[config.mk]
export PLATFORM = sky130hd
export DESIGN_NAME = regfile_wb_arbiter
export DESIGN_NICKNAME = d
export VERILOG_FILES = /design/src/rtl/rf_arb_pkg.sv /design/src/rtl/rf_rr_arb2.sv /design/src/rtl/regfile_wb_arbiter.sv
export SDC_FILE = /design/constraint.sdc
export NUM_CORES = 1
export LEC_CHECK = 0
export ABC_AREA = 1
export BUFFER_PORTS_ARGS = -buffer_cell sky130_fd_sc_hd__buf_2
export CORE_ASPECT_RATIO = 0.6
export CORE_UTILIZATION = 25
export DETAILED_ROUTE_END_ITERATION = 7
export PLACE_DENSITY_LB_ADDON = 0.25
export SKIP_LAST_GASP = 1
export SLEW_MARGIN = 0
export SYNTH_ARGS = -nofsm -noshare
export SYNTH_HDL_FRONTEND = slang
export SYNTH_SLANG_ARGS = --single-unit
export TNS_END_PERCENT = 20
[constraint.sdc]
create_clock -name clk -period 1.9 [get_ports clk]
set_clock_uncertainty 0.1 [all_clocks]
set_input_delay 0.285 -clock clk [delete_from_list [all_inputs] [get_ports clk]]
set_output_delay 0.285 -clock clk [all_outputs]
set_load 0.01 [all_outputs]
[src/rtl/rf_arb_pkg.sv]
// ----------------------------------------------------------------------------
// rf_arb_pkg
// Shared definitions for the register-file writeback arbiter.
//   rf_state_e : FSM states (CLEAR runs the power-up zeroing sweep, RUN
//                arbitrates writeback traffic).
//   NUM_REGS   : number of architectural registers.
//   FIRST_REG  : first address written by the clear sweep (x0 is hardwired).
//   LAST_REG   : last address written by the clear sweep.
// ----------------------------------------------------------------------------
package rf_arb_pkg;

    typedef enum logic {
        CLEAR = 1'b0,
        RUN   = 1'b1
    } rf_state_e;

    localparam int         NUM_REGS  = 32;
    localparam logic [4:0] FIRST_REG = 5'd1;
    localparam logic [4:0] LAST_REG  = 5'd31;

endpackage

[src/rtl/rf_rr_arb2.sv]
// ----------------------------------------------------------------------------
// rf_rr_arb2
// Two-requester round-robin grant logic, purely combinational.
//   valid0, valid1 : request lines
//   ptr            : priority pointer (0 -> requester 0 wins ties)
//   gnt0, gnt1     : one-hot (or zero) grant; an idle requester never wins
// ----------------------------------------------------------------------------
module rf_rr_arb2 (
    input  logic valid0,
    input  logic valid1,
    input  logic ptr,
    output logic gnt0,
    output logic gnt1
);

    assign gnt0 = valid0 & (~valid1 | ~ptr);
    assign gnt1 = valid1 & (~valid0 |  ptr);

endmodule

[src/rtl/regfile_wb_arbiter.sv]
// ----------------------------------------------------------------------------
// regfile_wb_arbiter
// Merges two writeback requesters onto the single register-file write port
// (WE3/A3/WD3) with round-robin arbitration, and optionally zeroes registers
// 1..31 after reset.
//
// Build option: define RF_CLEAR_EN to compile in the post-reset clear sweep
// (CLEAR state, 5-bit address counter, busy flag). Without it the block is
// always in RUN and busy is tied low.
//
// Ports
//   clk, rst_n               : rising-edge clock, async active-low reset
//   req0_valid/addr/data     : writeback requester 0; req0_ready handshake
//   req1_valid/addr/data     : writeback requester 1; req1_ready handshake
//   rf_we, rf_addr, rf_wd    : registered register-file write port
//   busy                     : clear sweep in progress
//   grant_id                 : requester that produced the current rf beat
// ----------------------------------------------------------------------------
module regfile_wb_arbiter
    import rf_arb_pkg::*;
#(
    parameter int ADDRESS_WIDTH = 5,
    parameter int DATA_WIDTH    = 32
) (
    input  logic                     clk,
    input  logic                     rst_n,

    input  logic                     req0_valid,
    input  logic [ADDRESS_WIDTH-1:0] req0_addr,
    input  logic [DATA_WIDTH-1:0]    req0_data,
    output logic                     req0_ready,

    input  logic                     req1_valid,
    input  logic [ADDRESS_WIDTH-1:0] req1_addr,
    input  logic [DATA_WIDTH-1:0]    req1_data,
    output logic                     req1_ready,

    output logic                     rf_we,
    output logic [ADDRESS_WIDTH-1:0] rf_addr,
    output logic [DATA_WIDTH-1:0]    rf_wd,

    output logic                     busy,
    output logic                     grant_id
);

    logic                     rf_we_q,    rf_we_d;
    logic [ADDRESS_WIDTH-1:0] rf_addr_q,  rf_addr_d;
    logic [DATA_WIDTH-1:0]    rf_wd_q,    rf_wd_d;
    logic                     grant_id_q, grant_id_d;
    logic                     ptr_q,      ptr_d;

    logic                     gnt0, gnt1;
    logic                     run_en;
    logic                     xfer;
    logic [ADDRESS_WIDTH-1:0] sel_addr;
    logic [DATA_WIDTH-1:0]    sel_data;

`ifdef RF_CLEAR_EN
    rf_state_e  state_q,   state_d;
    logic [4:0] clr_cnt_q, clr_cnt_d;

    assign run_en = (state_q == RUN);
    assign busy   = (state_q == CLEAR);
`else
    assign run_en = 1'b1;
    assign busy   = 1'b0;
`endif

    rf_rr_arb2 u_arb (
        .valid0 (req0_valid),
        .valid1 (req1_valid),
        .ptr    (ptr_q),
        .gnt0   (gnt0),
        .gnt1   (gnt1)
    );

    // Gating with rst_n keeps ready low throughout reset even in the build
    // where the FSM has no CLEAR state to hold it off.
    assign req0_ready = rst_n & run_en & gnt0;
    assign req1_ready = rst_n & run_en & gnt1;

    assign xfer     = req0_ready | req1_ready;
    assign sel_addr = req1_ready ? req1_addr : req0_addr;
    assign sel_data = req1_ready ? req1_data : req0_data;

    always_comb begin
        // RUN behaviour: one registered beat per accepted transfer; writes to
        // address 0 are consumed but never reach the register file.
        rf_we_d    = xfer && (sel_addr != '0);
        rf_addr_d  = xfer ? sel_addr   : rf_addr_q;
        rf_wd_d    = xfer ? sel_data   : rf_wd_q;
        grant_id_d = xfer ? req1_ready : grant_id_q;
        // Pointer flips to the requester that did not just win.
        ptr_d      = xfer ? req0_ready : ptr_q;

`ifdef RF_CLEAR_EN
        state_d   = state_q;
        clr_cnt_d = clr_cnt_q;
        if (state_q == CLEAR) begin
            rf_we_d   = 1'b1;
            rf_addr_d = ADDRESS_WIDTH'(clr_cnt_q);
            rf_wd_d   = '0;
            // The counter stops at LAST_REG rather than wrapping to 0.
            if (clr_cnt_q == LAST_REG) begin
                state_d = RUN;
            end else begin
                clr_cnt_d = clr_cnt_q + 5'd1;
            end
        end
`endif
    end

    always_ff @(posedge clk or negedge rst_n) begin
        if (!rst_n) begin
            rf_we_q    <= 1'b0;
            rf_addr_q  <= '0;
            rf_wd_q    <= '0;
            grant_id_q <= 1'b0;
            ptr_q      <= 1'b0;
        end else begin
            rf_we_q    <= rf_we_d;
            rf_addr_q  <= rf_addr_d;
            rf_wd_q    <= rf_wd_d;
            grant_id_q <= grant_id_d;
            ptr_q      <= ptr_d;
        end
    end

`ifdef RF_CLEAR_EN
    always_ff @(posedge clk or negedge rst_n) begin
        if (!rst_n) begin
            state_q   <= CLEAR;
            clr_cnt_q <= FIRST_REG;
        end else begin
            state_q   <= state_d;
            clr_cnt_q <= clr_cnt_d;
        end
    end
`endif

    assign rf_we    = rf_we_q;
    assign rf_addr  = rf_addr_q;
    assign rf_wd    = rf_wd_q;
    assign grant_id = grant_id_q;

endmodule
# --- Word level (Yosys, flattened, before mapping) ---
# Index checks and enable logic that the tools add are counted.
totals:
  inputBits: 78
  regBits: 40
  output_inout_bits: 42
op_classes:
  bitwise_logic: 10
  muxes: 2
  reduce_logical: 2
ops:
  columns: ["operator", "count"]
  rows:
  - ["$mux W32", 1]
  - ["$mux W5", 1]
  - ["$reduce_bool A5 Y1", 1]
  - ["$and A1 B1 Y1", 4]
  - ["$not A1 Y1", 3]
  - ["$or A1 B1 Y1", 3]
  - ["$logic_and A1 B1 Y1", 1]

# --- Logic depth before layout (Yosys ltp) ---
depth:
  depth_word: 7
  ltp_mapped: 9

# --- By module ---
# A second synthesis with hierarchy kept.
hier_totals:
  cells_unflattened: 234
  hier_area_um2: 1924.3
modules_own_cells:
  columns: ["module", "cells_each", "n_inst", "area_each_um2"]
  rows:
  - ["regfile_wb_arbiter", 229, 1, 1904.3]
  - ["rf_rr_arb2", 5, 1, 20.0]

# --- Least setup slack after synthesis ---
# No wires, ideal clock.
synth_timing:
  path_kind: "flip-flop to flip-flop"
  start: "register ptr_q"
  end: "register rf_we_q (netlist: rf_we)"
  path_buffers: 1
  setup_time_ps: 120
  period_less_slack_ps: 1251
  stages_incl_launch_ff: 10
  slack_ps: 649
  arrival_ps: 1031
  cell_sequence: "dfrtp_1 inv_1 nand2_2 nand2_4 buf_6 nand2_1 nand2_1 nand3_1 nor2_1 nor2_1"
synth_between:
  elab_chain_len: 6
  word_cells_on_any_way: 11
synth_rtl:
  columns: ["element", "line", "text"]
  rows:
  - ["start: declaration", "regfile_wb_arbiter.sv:50", "logic ptr_q, ptr_d;"]
  - ["start signal: assignment", "regfile_wb_arbiter.sv:125", "ptr_q <= ptr_d;"]
  - ["$or A1 B1 Y1 or $not A1 Y1 (tied branches)", "rf_rr_arb2.sv:17, rf_rr_arb2.sv:16", null]
  - ["$and A1 B1 Y1 or $or A1 B1 Y1 (tied branches)", "rf_rr_arb2.sv:17, rf_rr_arb2.sv:16", null]
  - ["$and A1 B1 Y1 (on tied branches)", "regfile_wb_arbiter.sv:80, rf_rr_arb2.sv:16", null]
  - ["$mux W5 or $and A1 B1 Y1 (tied branches)", "regfile_wb_arbiter.sv:83, regfile_wb_arbiter.sv:79", null]
  - ["$reduce_bool A5 Y1 or $or A1 B1 Y1 (tied branches)", "regfile_wb_arbiter.sv:89, regfile_wb_arbiter.sv:82", null]
  - ["$logic_and A1 B1 Y1 (*)", "regfile_wb_arbiter.sv:89", "rf_we_d = xfer && (sel_addr != '0);"]
  - ["named net rf_we_d", "regfile_wb_arbiter.sv:46", "logic rf_we_q, rf_we_d;"]
  - ["end signal: assignment", "regfile_wb_arbiter.sv:121", "rf_we_q <= rf_we_d;"]
  - ["end: declaration", "regfile_wb_arbiter.sv:46", null]
# Mark *: on every way through the listed nets, which the timed path passes. The rest lies on a longest branch.
# A chain may end at the register's enable or synchronous reset.

# --- Worst setup path in the final report ---
layout_timing:
  start: "register ptr_q"
  end: "output port req1_ready"
layout_between:
  elab_chain_len: 3
layout_rtl:
  columns: ["element", "line", "text"]
  rows:
  - ["$or A1 B1 Y1", "rf_rr_arb2.sv:17", "assign gnt1 = valid1 & (~valid0 | ptr);"]
  - ["$and A1 B1 Y1", "rf_rr_arb2.sv:17", null]
  - ["$and A1 B1 Y1", "regfile_wb_arbiter.sv:80", "assign req1_ready = rst_n & run_en & gnt1;"]
  - ["end: declaration", "regfile_wb_arbiter.sv:36", "output logic req1_ready,"]
# No other way between the ends.

==> flow_summary.yaml <==
power:
  power_mw: 2.37
  seqPwrFrac: 0.439
  pwr-share-comb: 0.234
  p_leak_nw: 1.28
  power.internal_mw: 1.70
  p_switching_mw: 0.669
  swShare: 0.282
  ir_drop_mv: 0.355
  p_clk_frac: 0.327
  p_per_area_mw_per_mm2: 907
setup_path:
  critPathMaxFanout: 24
  rr_worst_depth: 7
  cp-start-kind: "flop"
  crit_arrival_ps: 1320
  crit_type: "reg -> out"
  r2r_start: "ptr_q"
  worstPathRequired_ps: 1510
  cp-end-kind: "primary output"
  r2r_slack_ps: 310
  worst_r2r_endpoint: "rf_wd[4]"
synth:
  ys_ff_latch: 40
  yosys_warnings: 0
  avgSynthCellArea_sq_um: 9.15
  syn_nets: 278
  ys_types: 18
  syn-cell-area_sq_mm: 0.00183
  synth_cells: 200
  synth-seq-area-share: 0.547
floorplan:
  die_area_sq_mm: 0.00768
  fp.dieW_um: 112
  initial_core_util: 0.266
  num_rows: 23
  die_height_um: 68.3
  coreArea_sq_mm: 0.00688
  ios: 120
cts:
  cts_tree: "done"
  cts.sinks: 40
  hold_buffers: 1
  cts_setup_buffers: 0
  clockBufferDepth: 2
  cts_root_buffer: "clkbuf_16"
  htree_levels: 2
  clk_latency_ps: 270
  cts_resized: 0
  cts_buffers: 5
  clk_pin_slew_ps: 60
cells_and_area:
  layout-drive-gt1-share: 0.434
  syn_to_final_growth_pct: 42.9
  finalInstanceArea_sq_mm: 0.00262
  fill_cells: 728
  nets: 398
  fin_cells: 408
  post-route-util: 0.380
place:
  place_area_sq_mm: 0.00247
  portBuffers: 118
  place_inst: 399
  place_hpwl_um: 4110
  place.gp.congestion: 0.781
  pre_cts_ws_ps: 307
sta:
  fmax_mhz: 587
  final.setup.tns_ps: 0
  layout_min_cycle_time_ps: 1700
  setup_violations: 0
  worst_slack_ps: 196
  slew_viol_final: 0
  timing.hold.ws_ps: 132
  hold_viol_final: 0
  fin_crit_sh: 0.897
  rsz0062_at_grt: "false"
route:
  avgRoutedWirePerCell_um: 13.4
  vias_per_cell: 4.44
  wl_um: 5450
  ant_nets: 0
  dr_total_vias: 1812
  drtIter0Drc: 67
  first_pass_iters: 4
  drc_errors: 0
worst_hold_path:
  worstHoldEndpoint: "rf_wd[22]"
  holdPathStages: 3
  min-delay-start: "req0_data[22]"
  min_path_type: "in -> reg"
global_routing:
  antenna_found_initial: 1
  overflow: 0
  first_global_vias: 1847
  grt_max_degree: 28
  grt_util_all_layers: 0.156
  grt_pass1_wl_um: 9050
run_status:
  run_status: "complete, no violations"
flow_run:
  max_cap_violations: 0
critical path, stage by stage, from the launching register on:
cell	delay (ps)
dfrtp_1	380
inv_1	80
nand2_2	90
nand2_4	250
inv_2	70
buf_2	160
kinds of logic (layout without fill, tap and decap cells):
| kind of cell | count (synthesis) | in the layout | synth area share |
|---|---|---|---|
| other | 1 | 2 | 0.00205 |
| buffers and inverters | 27 | 147 | 0.0950 |
| DFF | 40 | 40 | 0.547 |
| AOI/OAI and AO/OA | 41 | 41 | 0.138 |
| and+or+nand+nor | 91 | 91 | 0.218 |
power by group through the flow:
| stage | Sequential (mW) | Clock [mW] | Combinational, mW |
|---|---|---|---|
| 6_report | 1.04 | 0.777 | 0.555 |
| 5_1_grt | 1.06 | 0.862 | 0.622 |
| 4_1_cts | 1.04 | 0.814 | 0.563 |
| 3_5_place_dp | 1.05 | 0 | 0.562 |
| 3_3_place_gp | 1.06 | 0 | 0.556 |
| 2_1_floorplan | 1.12 | 0 | 0.232 |
Yosys cell counts:
cell,number,share of area
nand2_2,1,0.0034
nand3b_1,1,0.0041
buf_4,4,0.016
nand2_4,1,0.0062
dfrtp_1,40,0.55
o22ai_1,32,0.11
o21ai_0,7,0.019
buf_2,4,0.011
nand3_1,3,0.0082
o21ai_2,1,0.0048
inv_1,10,0.021
inv_2,2,0.0041
nor3_1,32,0.087
conb_1,1,0.0020
buf_6,7,0.043
nand2_1,19,0.039
a21oi_2,1,0.0048
nor2_1,34,0.070
how the worst max path moves through the flow:
| stage | startpoint | end | cells past startpoint |
|---|---|---|---|
| 6_report | ptr_q | req1_ready | 5 |
| 5_1_grt | ptr_q | req1_ready | 5 |
| 4_1_cts | ptr_q | req1_ready | 5 |
| 3_5_place_dp | rst_n | rf_wd[4] | 8 |
| 3_3_place_gp | rst_n | rf_wd[13] | 8 |
| 2_1_floorplan | ptr_q | rf_we | 9 |
flip-flops by register name, summed over array words and instances (netlist names):
name / count
rf_addr: 5
grant_id: 1
rf_wd: 32
ptr_q: 1
rf_we: 1
layer usage:
| metal | vias to the layer above | share of wire | track usage |
|---|---|---|---|
| li1 | 929 | - | - |
| met1 | 791 | 0.51 | 0.204 |
| met2 | 88 | 0.39 | 0.245 |
| met3 | 4 | 0.098 | 0.0567 |
| met4 | 0 | 0.0068 | 0.0450 |
| met5 | - | 0 | 0 |
cell usage in the layout (no fill, tap or decap), types with 2 or more instances in the layout:
cell / count
buf_2: 118
buf_4: 9
clkbuf_16: 5
dfrtp_1: 40
inv_1: 10
inv_2: 2
nand2_1: 19
nand3_1: 3
nor2_1: 34
nor3_1: 32
o21ai_0: 7
o22ai_1: 32
cell type report:
class,count,area (sq um),area share
repair buffers,128,668,0.256
diodes,1,2.50,0.000957
clock inverters,1,5.00,0.00191
inverters,12,45.0,0.0172
flip-flops and latches,40,1000,0.383
clock buffers,6,129,0.0493
well taps,87,109,0.0416
multi-input cells,133,656,0.251
(Power assumes the default switching activity.)
